File: src/rtl/rom_arb_pkg.sv
// Shared types and constants for the boot-ROM arbiter: FSM states, requester
// IDs, wait-counter width and the round-robin arbitration helper.
package rom_arb_pkg;

    localparam int CNT_W = 3;

    // Requester IDs; the ID value doubles as the gnt_scsi mux select.
    localparam logic HOST = 1'b0;
    localparam logic SCSI = 1'b1;

    typedef enum logic [2:0] {
        ST_IDLE    = 3'd0,
        ST_SETUP   = 3'd1,
        ST_STROBE  = 3'd2,
        ST_ACK     = 3'd3,
        ST_RECOVER = 3'd4
    } arb_state_t;

    // Returns the requester ID that wins this IDLE sample.
    function automatic logic pick_winner(
        input logic req_host,
        input logic req_scsi,
        input logic prefer_scsi
    );
        if (req_host && req_scsi) begin
            return prefer_scsi ? SCSI : HOST;
        end
        return req_scsi ? SCSI : HOST;
    endfunction

endpackage

File: src/rtl/rom_wait_counter.sv
// Load / decrement counter timing the STROBE phase; flags zero and last count.
module rom_wait_counter
    import rom_arb_pkg::*;
(
    input  logic             CLK,
    input  logic             RESET_n,
    input  logic             i_load,
    input  logic [CNT_W-1:0] i_load_val,
    input  logic             i_dec,
    output logic             o_zero,
    output logic             o_last
);

    logic [CNT_W-1:0] r_count;

    always_ff @(posedge CLK or negedge RESET_n) begin
        if (!RESET_n) begin
            r_count <= '0;
        end else if (i_load) begin
            r_count <= i_load_val;
        end else if (i_dec && (r_count != '0)) begin
            r_count <= r_count - 1'b1;
        end
    end

    assign o_zero = (r_count == '0);
    assign o_last = (r_count == CNT_W'(1));

endmodule

File: src/rtl/rom_arbiter.sv
// Round-robin arbiter sharing the boot ROM between the Zorro host and SCSI side.
// Define ROM_ARBITER_WRITE_EN to let write cycles pulse ROM_WE_n (flash programming).
module rom_arbiter
    import rom_arb_pkg::*;
#(
    parameter int unsigned WAIT_CYCLES = 2
)(
    input  logic CLK,
    input  logic RESET_n,
    input  logic shutup,
    input  logic host_req,
    input  logic host_rw,
    input  logic scsi_req,
    input  logic scsi_rw,
    output logic host_ack,
    output logic scsi_ack,
    output logic gnt_scsi,
    output logic busy,
    output logic ROM_CE_n,
    output logic ROM_OE_n,
    output logic ROM_WE_n
);

    // Out-of-range settings are clamped to the legal 1..7 window.
    localparam int unsigned WAIT_EFF = (WAIT_CYCLES < 1) ? 1 :
                                       (WAIT_CYCLES > 7) ? 7 : WAIT_CYCLES;
    localparam logic [CNT_W-1:0] WAIT_LOAD = CNT_W'(WAIT_EFF);

    arb_state_t r_state;
    logic       r_rw;
    logic       r_prefer_scsi;
    logic       r_gnt_scsi;
    logic       r_host_ack;
    logic       r_scsi_ack;
    logic       r_busy;
    logic       r_ce_n;
    logic       r_oe_n;
    logic       r_we_n;

    logic       w_owner_req;
    logic       w_win_id;
    logic       w_win_rw;
    logic       w_any_req;
    logic       w_strobe_oe_n;
    logic       w_strobe_we_n;
    logic       w_cnt_load;
    logic       w_cnt_dec;
    logic       w_cnt_zero;
    logic       w_cnt_last;

    assign w_owner_req   = (r_gnt_scsi == SCSI) ? scsi_req : host_req;
    assign w_any_req     = host_req | scsi_req;
    assign w_win_id      = pick_winner(host_req, scsi_req, r_prefer_scsi);
    assign w_win_rw      = (w_win_id == SCSI) ? scsi_rw : host_rw;
    assign w_strobe_oe_n = ~r_rw;

`ifdef ROM_ARBITER_WRITE_EN
    assign w_strobe_we_n = r_rw;
`else
    // Writes still run full timing and get acked, but never reach the ROM.
    assign w_strobe_we_n = 1'b1;
`endif

    assign w_cnt_load = (r_state == ST_SETUP);
    assign w_cnt_dec  = (r_state == ST_STROBE);

    rom_wait_counter u_wait_counter (
        .CLK        (CLK),
        .RESET_n    (RESET_n),
        .i_load     (w_cnt_load),
        .i_load_val (WAIT_LOAD),
        .i_dec      (w_cnt_dec),
        .o_zero     (w_cnt_zero),
        .o_last     (w_cnt_last)
    );

    always_ff @(posedge CLK or negedge RESET_n) begin
        if (!RESET_n) begin
            r_state       <= ST_IDLE;
            r_rw          <= 1'b1;
            r_prefer_scsi <= 1'b0;
            r_gnt_scsi    <= HOST;
            r_host_ack    <= 1'b0;
            r_scsi_ack    <= 1'b0;
            r_busy        <= 1'b0;
            r_ce_n        <= 1'b1;
            r_oe_n        <= 1'b1;
            r_we_n        <= 1'b1;
        end else begin
            case (r_state)
                ST_IDLE: begin
                    if (!shutup && w_any_req) begin
                        r_state       <= ST_SETUP;
                        r_gnt_scsi    <= w_win_id;
                        r_rw          <= w_win_rw;
                        r_prefer_scsi <= (w_win_id == HOST);
                        r_busy        <= 1'b1;
                        r_ce_n        <= 1'b0;
                        r_oe_n        <= 1'b1;
                        r_we_n        <= 1'b1;
                    end
                end

                ST_SETUP: begin
                    if (!w_owner_req) begin
                        r_state <= ST_RECOVER;
                        r_ce_n  <= 1'b1;
                        r_oe_n  <= 1'b1;
                        r_we_n  <= 1'b1;
                    end else begin
                        r_state <= ST_STROBE;
                        r_oe_n  <= w_strobe_oe_n;
                        r_we_n  <= w_strobe_we_n;
                    end
                end

                ST_STROBE: begin
                    // An abort wins over the final strobe cycle: no ack is issued.
                    if (!w_owner_req) begin
                        r_state <= ST_RECOVER;
                        r_ce_n  <= 1'b1;
                        r_oe_n  <= 1'b1;
                        r_we_n  <= 1'b1;
                    end else if (w_cnt_last || w_cnt_zero) begin
                        r_state    <= ST_ACK;
                        r_host_ack <= (r_gnt_scsi == HOST);
                        r_scsi_ack <= (r_gnt_scsi == SCSI);
                    end
                end

                ST_ACK: begin
                    if (!w_owner_req) begin
                        r_state    <= ST_RECOVER;
                        r_host_ack <= 1'b0;
                        r_scsi_ack <= 1'b0;
                        r_ce_n     <= 1'b1;
                        r_oe_n     <= 1'b1;
                        r_we_n     <= 1'b1;
                    end
                end

                ST_RECOVER: begin
                    r_state <= ST_IDLE;
                    r_busy  <= 1'b0;
                end

                default: begin
                    r_state    <= ST_IDLE;
                    r_host_ack <= 1'b0;
                    r_scsi_ack <= 1'b0;
                    r_busy     <= 1'b0;
                    r_ce_n     <= 1'b1;
                    r_oe_n     <= 1'b1;
                    r_we_n     <= 1'b1;
                end
            endcase
        end
    end

    assign host_ack = r_host_ack;
    assign scsi_ack = r_scsi_ack;
    assign gnt_scsi = r_gnt_scsi;
    assign busy     = r_busy;
    assign ROM_CE_n = r_ce_n;
    assign ROM_OE_n = r_oe_n;
    assign ROM_WE_n = r_we_n;

endmodule

File: config.mk
export PLATFORM = sky130hd
export DESIGN_NAME = rom_arbiter
export DESIGN_NICKNAME = d
export VERILOG_FILES = /design/src/rtl/rom_arb_pkg.sv /design/src/rtl/rom_wait_counter.sv /design/src/rtl/rom_arbiter.sv
export SDC_FILE = /design/constraint.sdc
export NUM_CORES = 1
export LEC_CHECK = 0
export CORE_ASPECT_RATIO = 0.9
export CORE_MARGIN = 2
export CORE_UTILIZATION = 49
export CTS_CLUSTER_DIAMETER = 40
export DETAILED_ROUTE_END_ITERATION = 10
export GPL_ROUTABILITY_DRIVEN = 0
export MAX_ROUTING_LAYER = met4
export PLACE_DENSITY = 0.71
export SLEW_MARGIN = 20
export SYNTH_ARGS = -nofsm -noshare
export SYNTH_HDL_FRONTEND = slang
export SYNTH_SLANG_ARGS = --single-unit
File: constraint.sdc
create_clock -name CLK -period 1.7 [get_ports CLK]
set_input_delay 0.34 -clock CLK [delete_from_list [all_inputs] [get_ports CLK]]
set_output_delay 0.34 -clock CLK [all_outputs]
set_load 0.01 [all_outputs]
# --- Yosys cells after proc, flatten, opt, wreduce, memory -nomap -nowiden ---
# Cells that the tools add are included.
op_classes:
  n_addsub: 1
  multipliers: 0
  div_mod_pow: 0
  n_lt_le_gt_ge: 0
  eq_ne: 12
  n_shift: 0
  muxes: 30
  n_bitwise: 7
  reduce_logical: 18
op_table:
  columns: ["operator", "n"]
  rows:
  - ["$mux W3", 7]
  - ["$mux W1", 16]
  - ["$ne A2 B2 Y1 const B", 6]
  - ["$pmux W1 S3", 4]
  - ["$pmux W3 S4", 1]
  - ["$reduce_and A3 Y1", 3]
  - ["$eq A3 B1 Y1 const B", 2]
  - ["$eq A3 B2 Y1 const B", 2]
  - ["$logic_not A3 Y1", 2]
  - ["$not A1 Y1", 6]
  - ["$reduce_or A3 Y1", 2]
  - ["$pmux W1 S4", 1]
  - ["$reduce_and A2 Y1", 2]
  - ["$reduce_and A4 Y1", 1]
  - ["$eq A3 B3 Y1 const B", 1]
  - ["$logic_and A1 B1 Y1", 3]
  - ["$ne A3 B3 Y1 const B", 1]
  - ["$reduce_bool A3 Y1", 1]
  - ["$sub A3 B1 Y3 const B", 1]
  - ["$pmux W1 S2", 1]
  - ["$reduce_bool A2 Y1", 1]
  - ["$reduce_or A2 Y1", 1]
  - ["$logic_not A1 Y1", 1]
  - ["$logic_or A1 B1 Y1", 1]
  - ["$or A1 B1 Y1", 1]
totals:
  regBits: 15
  latch_bits: 0
  ram_bits: 0
  rom_bits: 0
  out_inout_bits: 7
  word_cells: 79
  memories: 0

# --- Depth between registers and ports, before layout ---
depth:
  word_depth: 5
  mapped_depth: 6
  depth_no_buf: 6

# --- Modules after synthesis ---
# From an unflattened synthesis, not the netlist that was laid out.
unflattened:
  cells_unflattened: 85
  hier_area_um2: 857.1
by_module_without_submodules:
  columns: ["mod", "n_inst", "cells_per_inst", "area_each_um2", "seq_area_each_um2"]
  rows:
  - ["rom_arbiter", 1, 60, 631.9, 279.0]
  - ["rom_wait_counter", 1, 25, 225.2, 75.1]

# --- Worst setup path before layout ---
# No wires, ideal clock.
synth_path:
  path_type: "flip-flop to flip-flop"
  from: "reg r_state[0]"
  to: "reg r_gnt_scsi (netlist: gnt_scsi)"
  t_arrival_ns: 1.307
  setup_slack_ns: 0.275
  path_stages_with_launch: 4
  path_buffers: 0
  period_less_slack_ns: 1.425
  cell_sequence: "dfrtp_1 -> or2_4 -> or4_4 -> a21o_1"
synth_via:
  elab_chain_cells: 2
synth_rtl:
  columns: ["element", "line", "rtl"]
  rows:
  - ["start, declared", "rom_arbiter.sv:29", "arb_state_t r_state;"]
  - ["start signal, assigned", "rom_arbiter.sv:79", "r_state <= ST_IDLE;"]
  - ["start signal, assigned", "rom_arbiter.sv:93", "r_state <= ST_SETUP;"]
  - ["start signal, assigned", "rom_arbiter.sv:106", "r_state <= ST_RECOVER;"]
  - ["$logic_not A3 Y1", "rom_arbiter.sv:90", "case (r_state)"]
  - ["$reduce_and A2 Y1 (no line)", null, null]
  - ["end signal, assigned", "rom_arbiter.sv:94", "r_gnt_scsi <= w_win_id;"]
  - ["end, declared", "rom_arbiter.sv:32", "logic r_gnt_scsi;"]
# Every way passes these cells.
# A chain may end at the register's enable or synchronous reset.

# --- Worst setup path in the final report ---
layout_path:
  from: "reg r_gnt_scsi (netlist: gnt_scsi)"
  to: "out gnt_scsi"
layout_rtl:
  columns: ["element", "line", "rtl"]
  rows:
  - ["end, declared", "rom_arbiter.sv:17", "output logic gnt_scsi,"]
# No word-level cell between the ends.

==> flow_summary_export.csv <==
group,metric,value,unit
power,power_frac_seq,36.9,%
layout,drive_gt1_share,19.2,%
global_route,grt.overflow.total,0,
synth,syn_area_per_cell,8.96,um2
sta,fmax,626,MHz
critical_path,cp-start-kind,"register",
critical_path,path_cells,"clkdlybuf4s50_1",
cts,cts_setup_buffers,0,
die,die_y,41.4,um
layout,area_growth,27.9,%
placed_design,dp_slack,-0.112,ns
power,peakVddDrop,1040,uV
synth,netlist-cell-type-count,31,
critical_path,r2r_end,"gnt_scsi",
critical_path,critPathKind,"register to output port",
routing,drt_iter0_drc,13,
global_route,grtUsageTotal,20.5,%
cts,clockRootBuffer,"clkbuf_4",
layout,layout.nets,115,
synth,synth_top_area_share,36.1,%
routing,wire_per_inst,13.3,um
routing,antenna_left,0,
die,start_util,52.6,%
synth,postSynthNetCount,95,
die,ios,14,
power,pwr-share-clk,14.2,%
worst_hold_path,min-delay-path-class,"primary input to async pin",
synth,syn_inst,85,
critical_path,ff2ff_path_depth,4,
synth,yosysWarnings,0,
global_route,grt_pass1_wl,2800,um
sta,slew_violations,0,
power,leakage,0.449,nW
placed_design,dp.cells,115,
routing,avgViaCountPerCell,5.59,
cts,clk-insertion-delay-late,0.28,ns
power,p_switching,644,uW
critical_path,cp_max_fo,7,
die,die_w,45.6,um
routing,wirelength,1590,um
critical_path,cp_top_family,"buffers and inverters",
layout,n_antenna_cell,0,
critical_path,reg2reg_from,"r_state[0]",
power,p_comb_share,48.9,%
critical_path,cp_slowest_stage_delay,0.56,ns
power,internal-power,1.01,mW
cts,htree_levels,1,
sta,finClkSkew,0.00841,ns
critical_path,cp.arrival,1.26,ns
routing,num_vias,665,
critical_path,cp.required,1.36,ns
die,rows,13,
sta,finalWorstSetupSlack,0.101,ns
power,powerDensity,1700,mW/mm2
power,power,1.66,mW
cts,cts_tree,"yes",
routing,drt_first_pass_iters,4,
layout,fin_cells,119,
placed_design,io_buffers,12,
synth,ys_seq_elements,14,
placed_design,hpwl,1190,um
die,core_area,0.00145,mm2
synth,seq_area_frac_synth,46.5,%
routing,drc,0,
synth,synthesis.area,762,um2
cts,postCtsHoldBufs,0,
global_route,antenna_found_initial,0,
sta,final_hold_viol_count,0,
power,sw_frac_of_total,38.9,%
sta,setup_viol,0,
layout,utilization,67.3,%
sta,period_share,94.0,%
run_status,status,"completed",
critical_path,cpMaxStageDelayCell,"clkdlybuf4s50_1",
synth,yosysTopAreaCell,"dfrtp_1",
synth,synthTopCellsByArea,"dfrtp_1 (36%), dfstp_2 (10%), nor2_1 (6.9%)",
critical_path,reg2reg_setup_slack,0.19,ns
sta,rsz0062_at_grt,"no",
run,max-cap-violations,0,
cts,cts_buffer_depth,2,
cts,cts_sinks,14,
global_route,grt_max_degree,15,
cts,clk_pin_slew,0.08,ns
critical_path,path_buf_inv,1,
die,fp.dieArea,0.00189,mm2
global_route,grt_pass1_vias,612,
cts,cts_made_buffers,3,
layout,n_fill_cell,120,
sta,finalCriticalPeriod,1.60,ns
critical_path,end_kind,"output port",
==> synth_stat cells <==
| cell | n |
|---|---|
| or4_4 | 1 |
| a21o_1 | 2 |
| a31oi_1 | 2 |
| inv_1 | 6 |
| clkbuf_1 | 3 |
| a32oi_1 | 2 |
| buf_4 | 1 |
| nand2_1 | 4 |
| o31ai_1 | 1 |
| nor2_2 | 1 |
| ha_1 | 3 |
| nor2_1 | 14 |
| or2_4 | 1 |
| and3_1 | 1 |
| a22o_1 | 1 |
| o22a_1 | 1 |
| mux2i_1 | 2 |
| o2bb2ai_1 | 1 |
| nand2b_1 | 1 |
| nor3b_1 | 1 |
| conb_1 | 1 |
| o21ai_0 | 9 |
| or2_2 | 1 |
| nor3_1 | 4 |
| dfstp_2 | 3 |
| and4_1 | 1 |
| nand3_1 | 1 |
| a21oi_1 | 3 |
| nor4_1 | 1 |
| o22ai_1 | 1 |
| dfrtp_1 | 11 |
==> per-layer routing <==
metal	global-route usage, %	share of wire, %	up-vias	routed length [um]
li1	-	-	334	-
met1	30.0	50	310	793
met2	27.3	44	19	701
met3	6.52	4.7	2	74
met4	5.29	0.95	0	15
met5	-	0	-	0
==> per-stage QoR <==
| step | hold WS [ns] | TNS (ns) | area [um2] |
|---|---|---|---|
| floorplan | 0.0444 | 0 | 762 |
| global placement | 0.466 | -0.0593 | 935 |
| detailed placement | 0.472 | -0.337 | 935 |
| CTS | 0.365 | 0 | 968 |
| global route | 0.366 | 0 | 975 |
| finish | 0.363 | 0 | 975 |
==> worst max path at each step <==
| stage | startpoint | to | slack (ns) | cells past startpoint |
|---|---|---|---|---|
| after global routing | gnt_scsi | gnt_scsi | 0.06 | 1 |
| after floorplan | r_state[0] | gnt_scsi | 0.28 | 3 |
| after global placement | host_req | host_ack | -0.02 | 5 |
| after detailed placement | host_req | host_ack | -0.11 | 5 |
| final | gnt_scsi | gnt_scsi | 0.10 | 1 |
| after CTS | gnt_scsi | gnt_scsi | 0.03 | 1 |
==> kinds of logic after synthesis <==
family / count (synthesis) / share of synthesized area, %
buffers and inverters: 10 / 5.42
muxes: 2 / 2.63
other: 1 / 0.492
and+or+nand+nor: 32 / 21.0
AOI/OAI and AO/OA: 23 / 19.0
adders and majority gates: 3 / 4.93
DFF: 14 / 46.5
==> flip-flops by register name (all words and copies together) (netlist names) <==
name and cells:
ROM_CE_n 1, ROM_OE_n 1, busy 1, gnt_scsi 1, host_ack 1, r_prefer_scsi 1
r_rw 1, r_state 3, scsi_ack 1, u_wait_counter.r_count 3
==> power groups by stage <==
stage               sequential, mW  clock, mW  combinational (mW)
floorplan                    0.611          0               0.508
global placement             0.609          0               0.795
detailed placement           0.612          0               0.814
CTS                          0.607      0.245               0.803
global route                 0.627      0.258               0.911
finish                       0.610      0.235               0.810
==> final cells by class <==
type | count | area (um2) | share of cell area, %
Sequential cell | 14 | 355 | 36.5
Tap cell | 15 | 18.8 | 1.93
Clock buffer | 4 | 36.3 | 3.72
Inverter | 6 | 22.5 | 2.31
Multi-Input combinational cell | 61 | 372 | 38.1
Timing Repair Buffer | 19 | 170 | 17.5
==> repair_timing <==
item / 4_1_cts / 5_1_grt
resized for setup: 2 / 2
setup endpoints to repair: 2 / 2
pin swaps: 0 / 0
hold endpoints to repair: 0 / 0
==> layout by cell type, fill, tap and decap left out, drive strengths merged, types with 2 or more instances in the layout <==
cell	n
nor2	15
dfrtp	11
clkdlybuf4s50	10
o21ai	9
buf	7
inv	6
nand2	4
nor3	4
clkbuf	4
dfstp	3
a21oi	3
ha	3
a21o	2
a31oi	2
mux2i	2
a32oi	2
dlygate4sd2	2
or2	2
(Power assumes the default switching activity.)
